==> src/rtl/gd_iter_engine.sv <==
// Fixed-point gradient-descent iteration engine: requests a gradient for x, applies x -= lr*grad
// with saturation, and hands (x_next, x) to an external convergence checker until it converges or hits MAX_ITER.
module gd_iter_engine #(
  parameter logic [15:0] MAX_ITER = 16'd1024,
  parameter int unsigned LR_FRAC  = 8
) (
  input  logic        clk,
  input  logic        rst,
  input  logic        start,
  input  logic [31:0] x0,
  input  logic [31:0] lr,
  output logic        grad_req_valid,
  input  logic        grad_req_ready,
  output logic [31:0] grad_x,
  input  logic        grad_rsp_valid,
  input  logic [31:0] grad_rsp_data,
  output logic        pair_valid,
  input  logic        pair_ready,
  output logic [31:0] pair_a,
  output logic [31:0] pair_b,
  input  logic        converged,
  output logic        busy,
  output logic        done,
  output logic [31:0] x_final,
  output logic [15:0] iter_count,
  output logic [1:0]  status
);

  typedef enum logic [2:0] {
    S_IDLE, S_REQ, S_WAIT_RSP, S_UPDATE, S_EMIT, S_DONE
  } state_t;

  state_t      state_q, state_d;
  logic [31:0] x_q, x_d;
  logic [31:0] lr_q, lr_d;
  logic [31:0] grad_q, grad_d;
  logic [31:0] xn_q, xn_d;
  logic [31:0] xf_q, xf_d;
  logic [15:0] iter_q, iter_d;
  logic [1:0]  status_q, status_d;
  logic        done_q, done_d;

  logic signed [63:0] prod, step_wide;
  logic        [31:0] step_sat;
  logic signed [32:0] diff;
  logic        [31:0] x_next;
  logic        [15:0] iter_inc;

  // Update datapath: widen to 64 bits, rescale, then clamp twice (step, then x - step).
  always_comb begin
    prod      = $signed({{32{grad_q[31]}}, grad_q}) * $signed({{32{lr_q[31]}}, lr_q});
    step_wide = prod >>> LR_FRAC;
    if (step_wide > 64'sh0000_0000_7FFF_FFFF)
      step_sat = 32'h7FFF_FFFF;
    else if (step_wide < 64'shFFFF_FFFF_8000_0000)
      step_sat = 32'h8000_0000;
    else
      step_sat = step_wide[31:0];
    diff = $signed({x_q[31], x_q}) - $signed({step_sat[31], step_sat});
    if (diff[32] != diff[31])
      x_next = diff[32] ? 32'h8000_0000 : 32'h7FFF_FFFF;
    else
      x_next = diff[31:0];
  end

  assign iter_inc = iter_q + 16'd1;

  always_comb begin
    state_d  = state_q;
    x_d      = x_q;
    lr_d     = lr_q;
    grad_d   = grad_q;
    xn_d     = xn_q;
    xf_d     = xf_q;
    iter_d   = iter_q;
    status_d = status_q;
    done_d   = 1'b0;
    unique case (state_q)
      S_IDLE, S_DONE: begin
        if (start) begin
          x_d      = x0;
          lr_d     = lr;
          iter_d   = '0;
          status_d = 2'b00;
          state_d  = S_REQ;
        end
      end
      S_REQ: begin
        if (grad_req_ready) state_d = S_WAIT_RSP;
      end
      S_WAIT_RSP: begin
        if (grad_rsp_valid) begin
          grad_d  = grad_rsp_data;
          state_d = S_UPDATE;
        end
      end
      S_UPDATE: begin
        xn_d    = x_next;
        state_d = S_EMIT;
      end
      S_EMIT: begin
        if (pair_ready) begin
          iter_d = iter_inc;
          x_d    = xn_q;
          xf_d   = xn_q;
          // Convergence wins over the iteration limit on the same handshake.
          if (converged) begin
            status_d = 2'b01;
            state_d  = S_DONE;
            done_d   = 1'b1;
          end else if (iter_inc == MAX_ITER) begin
            status_d = 2'b10;
            state_d  = S_DONE;
            done_d   = 1'b1;
          end else begin
            state_d  = S_REQ;
          end
        end
      end
      default: state_d = S_IDLE;
    endcase
  end

  always_ff @(posedge clk or posedge rst) begin
    if (rst) begin
      state_q  <= S_IDLE;
      x_q      <= '0;
      lr_q     <= '0;
      grad_q   <= '0;
      xn_q     <= '0;
      xf_q     <= '0;
      iter_q   <= '0;
      status_q <= '0;
      done_q   <= 1'b0;
    end else begin
      state_q  <= state_d;
      x_q      <= x_d;
      lr_q     <= lr_d;
      grad_q   <= grad_d;
      xn_q     <= xn_d;
      xf_q     <= xf_d;
      iter_q   <= iter_d;
      status_q <= status_d;
      done_q   <= done_d;
    end
  end

  assign grad_req_valid = (state_q == S_REQ);
  assign pair_valid     = (state_q == S_EMIT);
  assign busy           = (state_q != S_IDLE) && (state_q != S_DONE);
  assign done           = done_q;
  assign grad_x         = x_q;
  assign pair_a         = xn_q;
  assign pair_b         = x_q;
  assign x_final        = xf_q;
  assign iter_count     = iter_q;
  assign status         = status_q;

endmodule

==> config.mk <==
export PLATFORM = sky130hd
export DESIGN_NAME = gd_iter_engine
export DESIGN_NICKNAME = d
export VERILOG_FILES = /design/src/rtl/gd_iter_engine.sv
export SDC_FILE = /design/constraint.sdc
export NUM_CORES = 2
export LEC_CHECK = 0
export BUFFER_PORTS_ARGS = -buffer_cell sky130_fd_sc_hd__buf_2
export CAP_MARGIN = 10
export CORE_UTILIZATION = 55
export CTS_CLUSTER_DIAMETER = 50
export DETAILED_ROUTE_END_ITERATION = 8
export PLACE_DENSITY_LB_ADDON = 0.08
export SYNTH_ARGS = -nofsm -noshare
export SYNTH_HDL_FRONTEND = slang
export SYNTH_SLANG_ARGS = --single-unit
==> constraint.sdc <==
create_clock -name clk -period 14.9 [get_ports clk]
set_input_delay 4.47 -clock clk [delete_from_list [all_inputs] [get_ports clk]]
set_output_delay 4.47 -clock clk [all_outputs]
set_load 0.005 [all_outputs]
==> metrics.md <==
| Metric | Value |
|---|---|
| Global-route wire length before repair | `205800 um` |
| Status | `finished, final reports clean` |
| Top Family by Delay on Critical Path | `adder cells` |
| Number of cells on the worst hold path | `2` |
| Post-synth top area cell | `sky130_fd_sc_hd__fa_1` |
| Area taken by flip-flops and latches | `0.004554 mm2` |
| Peak Freq | `74.55 MHz` |
| Crit path buf inv count | `7` |
| Number of enable-type register cells in the synthesized netlist | `0` |
| Pre-Repair DR Iteration Count | `5` |
| Highest-count cells in the layout ignoring fill and taps | `sky130_fd_sc_hd__fa_1, sky130_fd_sc_hd__inv_1, sky130_fd_sc_hd__nand2_1` |
| Number of library cell types mapped by synthesis | `87` |
| Total GRT Usage | `0.3115` |
| TritonCTS clock tree | `done` |
| Avg Cell Area, Syn | `9.376 um2` |
| Starting density of the core | `0.5560` |
| Worst clock skew | `0.03186 ns` |
| YS warnings | `0` |
| Number of cells in the design after placement | `6139` |
| Leading cell types by total area after synthesis | `sky130_fd_sc_hd__fa_1, sky130_fd_sc_hd__dfrtp_1, sky130_fd_sc_hd__inv_1` |
| Synthesis-to-layout area growth | `5.822%` |
| Critical path's slowest cell | `sky130_fd_sc_hd__fa_1` |
| Path depth of the worst reg2reg path | `39` |
| Synth top area share | `0.4655` |
| Total wire length after detailed routing | `127000 um` |
| Via density per instance | `5.462` |
| Final critical delay including setup and external delays | `13.41 ns` |
| Number of instances in the synthesized netlist | `4963` |
| Number of hold buffers added after cts | `0` |
| Detail Placement HPWL | `105800 um` |
| Sinks on the clock net | `182` |
| Total die area | `0.08577 mm2` |
| R2r startpoint | `grad_q[31]` |
| Largest stage delay, worst path | `0.98 ns` |
| Routability Congestion | `0.9388` |
| Most common cell after layout, fill and taps aside | `sky130_fd_sc_hd__fa_1` |
| Via count of the first global-routing pass | `36.01k` |
| Avg WL per Cell | `20.58 um` |
| Deepest clock path buffer count | `2` |
| Type of destination of the critical path | `register` |
| Hold wc startpoint | `x_final[20]` |
| H-tree lvl count | `4` |
| Final ANT Viol Nets | `0` |
| Final Slew Violations | `0` |
| Cell Count, Final, Fillers Out | `6173` |
| Setup repair after global routing missed its margin | `false` |
| Period utilisation layout | `0.9002` |
| Primary FF master, synth | `sky130_fd_sc_hd__dfrtp_1` |
| Data required time of the critical path | `15.29 ns` |
| Fraction of final layout cells sized beyond drive strength 1 | `0.1018` |
| Endpoint of the worst register-to-register path | `pair_a[2]` |
| Clock latency of the later-clocked register in the worst-skew pair | `0.54 ns` |
| Number of antenna violations at the first check in global routing | `4` |
| Count of routing violations after the opening detailed-route iteration | `2018` |
| Startpoint class of the critical path | `register` |
| Multi-input combinational cell area | `0.03713 mm2` |
| Register-to-register setup slack | `1.49 ns` |
| Net count of the mapped netlist | `6361` |
| Critical path fanouts, max | `28` |
| Setup fix buffers added after clock tree synthesis | `0` |
| Overall overflow remaining after global route | `0` |
| Max-slew headroom | `0.2352` |
| I/O Buffers | `252` |
| Final TNS setup | `0 ns` |
| I/O pin count | `253` |
| Worst-path clk slew | `0.09 ns` |
| Overall via count from detail_route | `33.72k` |
| Critical Setup Path Class | `register to register` |
| Final nets | `6422` |
| Filler instances | `7438` |
| Worst Hold Path EP | `x_final[20]` |
| Count of cells resized by post-cts repair | `0` |
| Dominant cell type by count on the critical path | `sky130_fd_sc_hd__fa_1` |
| Portion of the post-synthesis area used by sequential elements | `0.09788` |
| Worst min-delay path class | `register to register` |
| Die Height | `292.9 um` |
| Number of endpoints with negative hold slack in the final report | `0` |
| Count of maximum capacitance violations | `0` |
| Summed instance area of the synthesized netlist | `0.04653 mm2` |
| CP arrival | `13.81 ns` |
| DR DRC count | `0` |
| CTS Buf Count | `17` |
| Maximum number of pins on one net before global-route repair | `76` |
| Standard cell core area | `0.08369 mm2` |
| Std cell rows | `106` |
| #FFs+latches synth | `182` |
| Count of endpoints failing setup in the final report | `0` |
| Worst Tran Pin Value | `1.147 ns` |
| X dimension of the die | `292.9 um` |
| Cell at the root of the clock tree | `sky130_fd_sc_hd__clkbuf_16` |
| Post-synthesis async set-or-reset flop share | `1.000` |
how the worst max path moves through the flow:
stage	cells past startpoint	slack (ns)	from	to
2_1_floorplan	41	3.46	grad_q[31]	pair_a[14]
3_3_place_gp	40	1.80	grad_q[31]	pair_a[14]
3_5_place_dp	39	1.56	grad_q[31]	pair_a[2]
4_1_cts	39	1.54	grad_q[31]	pair_a[2]
5_1_grt	39	0.71	grad_q[31]	pair_a[28]
6_report	39	1.49	grad_q[31]	pair_a[2]
cells in the mapped netlist, types with 15 or more instances:
library cell / count
sky130_fd_sc_hd__dfrtp_1: 182
sky130_fd_sc_hd__nor2_1: 133
sky130_fd_sc_hd__a21oi_1: 149
sky130_fd_sc_hd__o31ai_1: 16
sky130_fd_sc_hd__mux2_2: 64
sky130_fd_sc_hd__mux2i_1: 37
sky130_fd_sc_hd__nand4_1: 16
sky130_fd_sc_hd__nor3_1: 29
sky130_fd_sc_hd__nand3_1: 30
sky130_fd_sc_hd__ha_1: 213
sky130_fd_sc_hd__inv_1: 956
sky130_fd_sc_hd__o21a_1: 16
sky130_fd_sc_hd__a21oi_2: 33
sky130_fd_sc_hd__xnor2_1: 67
sky130_fd_sc_hd__fa_1: 1082
sky130_fd_sc_hd__xor2_1: 23
sky130_fd_sc_hd__nand2b_1: 17
sky130_fd_sc_hd__o21ai_0: 83
sky130_fd_sc_hd__clkbuf_1: 240
sky130_fd_sc_hd__and2_1: 507
sky130_fd_sc_hd__buf_2: 16
sky130_fd_sc_hd__nand2_1: 742
sky130_fd_sc_hd__and3_1: 25
sky130_fd_sc_hd__a211oi_1: 15
sky130_fd_sc_hd__a21o_1: 40
sky130_fd_sc_hd__buf_4: 33
routing by layer:
| layer | GRT usage | wire (um) | vias to the layer above |
|---|---|---|---|
| li1 | - | - | 15000 |
| met1 | 0.4356 | 55520 | 17690 |
| met2 | 0.5251 | 63220 | 889 |
| met3 | 0.03323 | 5763 | 139 |
| met4 | 0.06960 | 2521 | 2 |
| met5 | 0 | 13 | - |
cell type report:
| class | count | area share |
|---|---|---|
| well taps | 1134 | 0.02881 |
| diodes | 2 | 0.0001016 |
| clock inverters | 14 | 0.003939 |
| multi-input cells | 3528 | 0.7540 |
| flip-flops and latches | 182 | 0.09249 |
| repair buffers | 337 | 0.03857 |
| clock buffers | 18 | 0.008919 |
| inverters | 958 | 0.07318 |
worst register-to-register path, delay by kind of cell (launching register included):
family,cells,cell delay [ns]
adder cells (fa/ha/maj),10,5.47
AO/OA/AOI/OAI,14,4.04
AND/OR/NAND/NOR,8,1.99
buffers and inverters,7,1.34
flip-flops,1,0.43
through the flow:
step	setup slack [ns]	util	area [um2]	hold WS, ns
final	1.487	0.5884	49240	0.4782
after global routing	0.7126	0.5884	49240	0.4962
after detailed placement	1.555	0.5808	48600	0.4570
after global placement	1.800	0.5808	48600	0.4546
after CTS	1.541	0.5883	49240	0.4782
after floorplan	3.461	-	46530	0.4699
logic make-up after synthesis:
group	count (synthesis)	synth area share
adder cells (fa/ha/maj)	1305	0.5249
buffers and inverters	1253	0.1051
XOR/XNOR	90	0.01694
flip-flops	182	0.09788
AO/OA/AOI/OAI	463	0.06714
multiplexers	101	0.02345
AND/OR/NAND/NOR	1569	0.1645
state kept, by name, indices dropped and copies added (netlist names):
name and flops:
pair_a 32, done 1, grad_q 32, lr_q 32, state_q 3, iter_count 16, x_final 32, grad_x 32
status 2
Power is left out: the tool's default activity adds up to more than one toggle a clock period on the data nets, which glitch-free logic cannot reach.
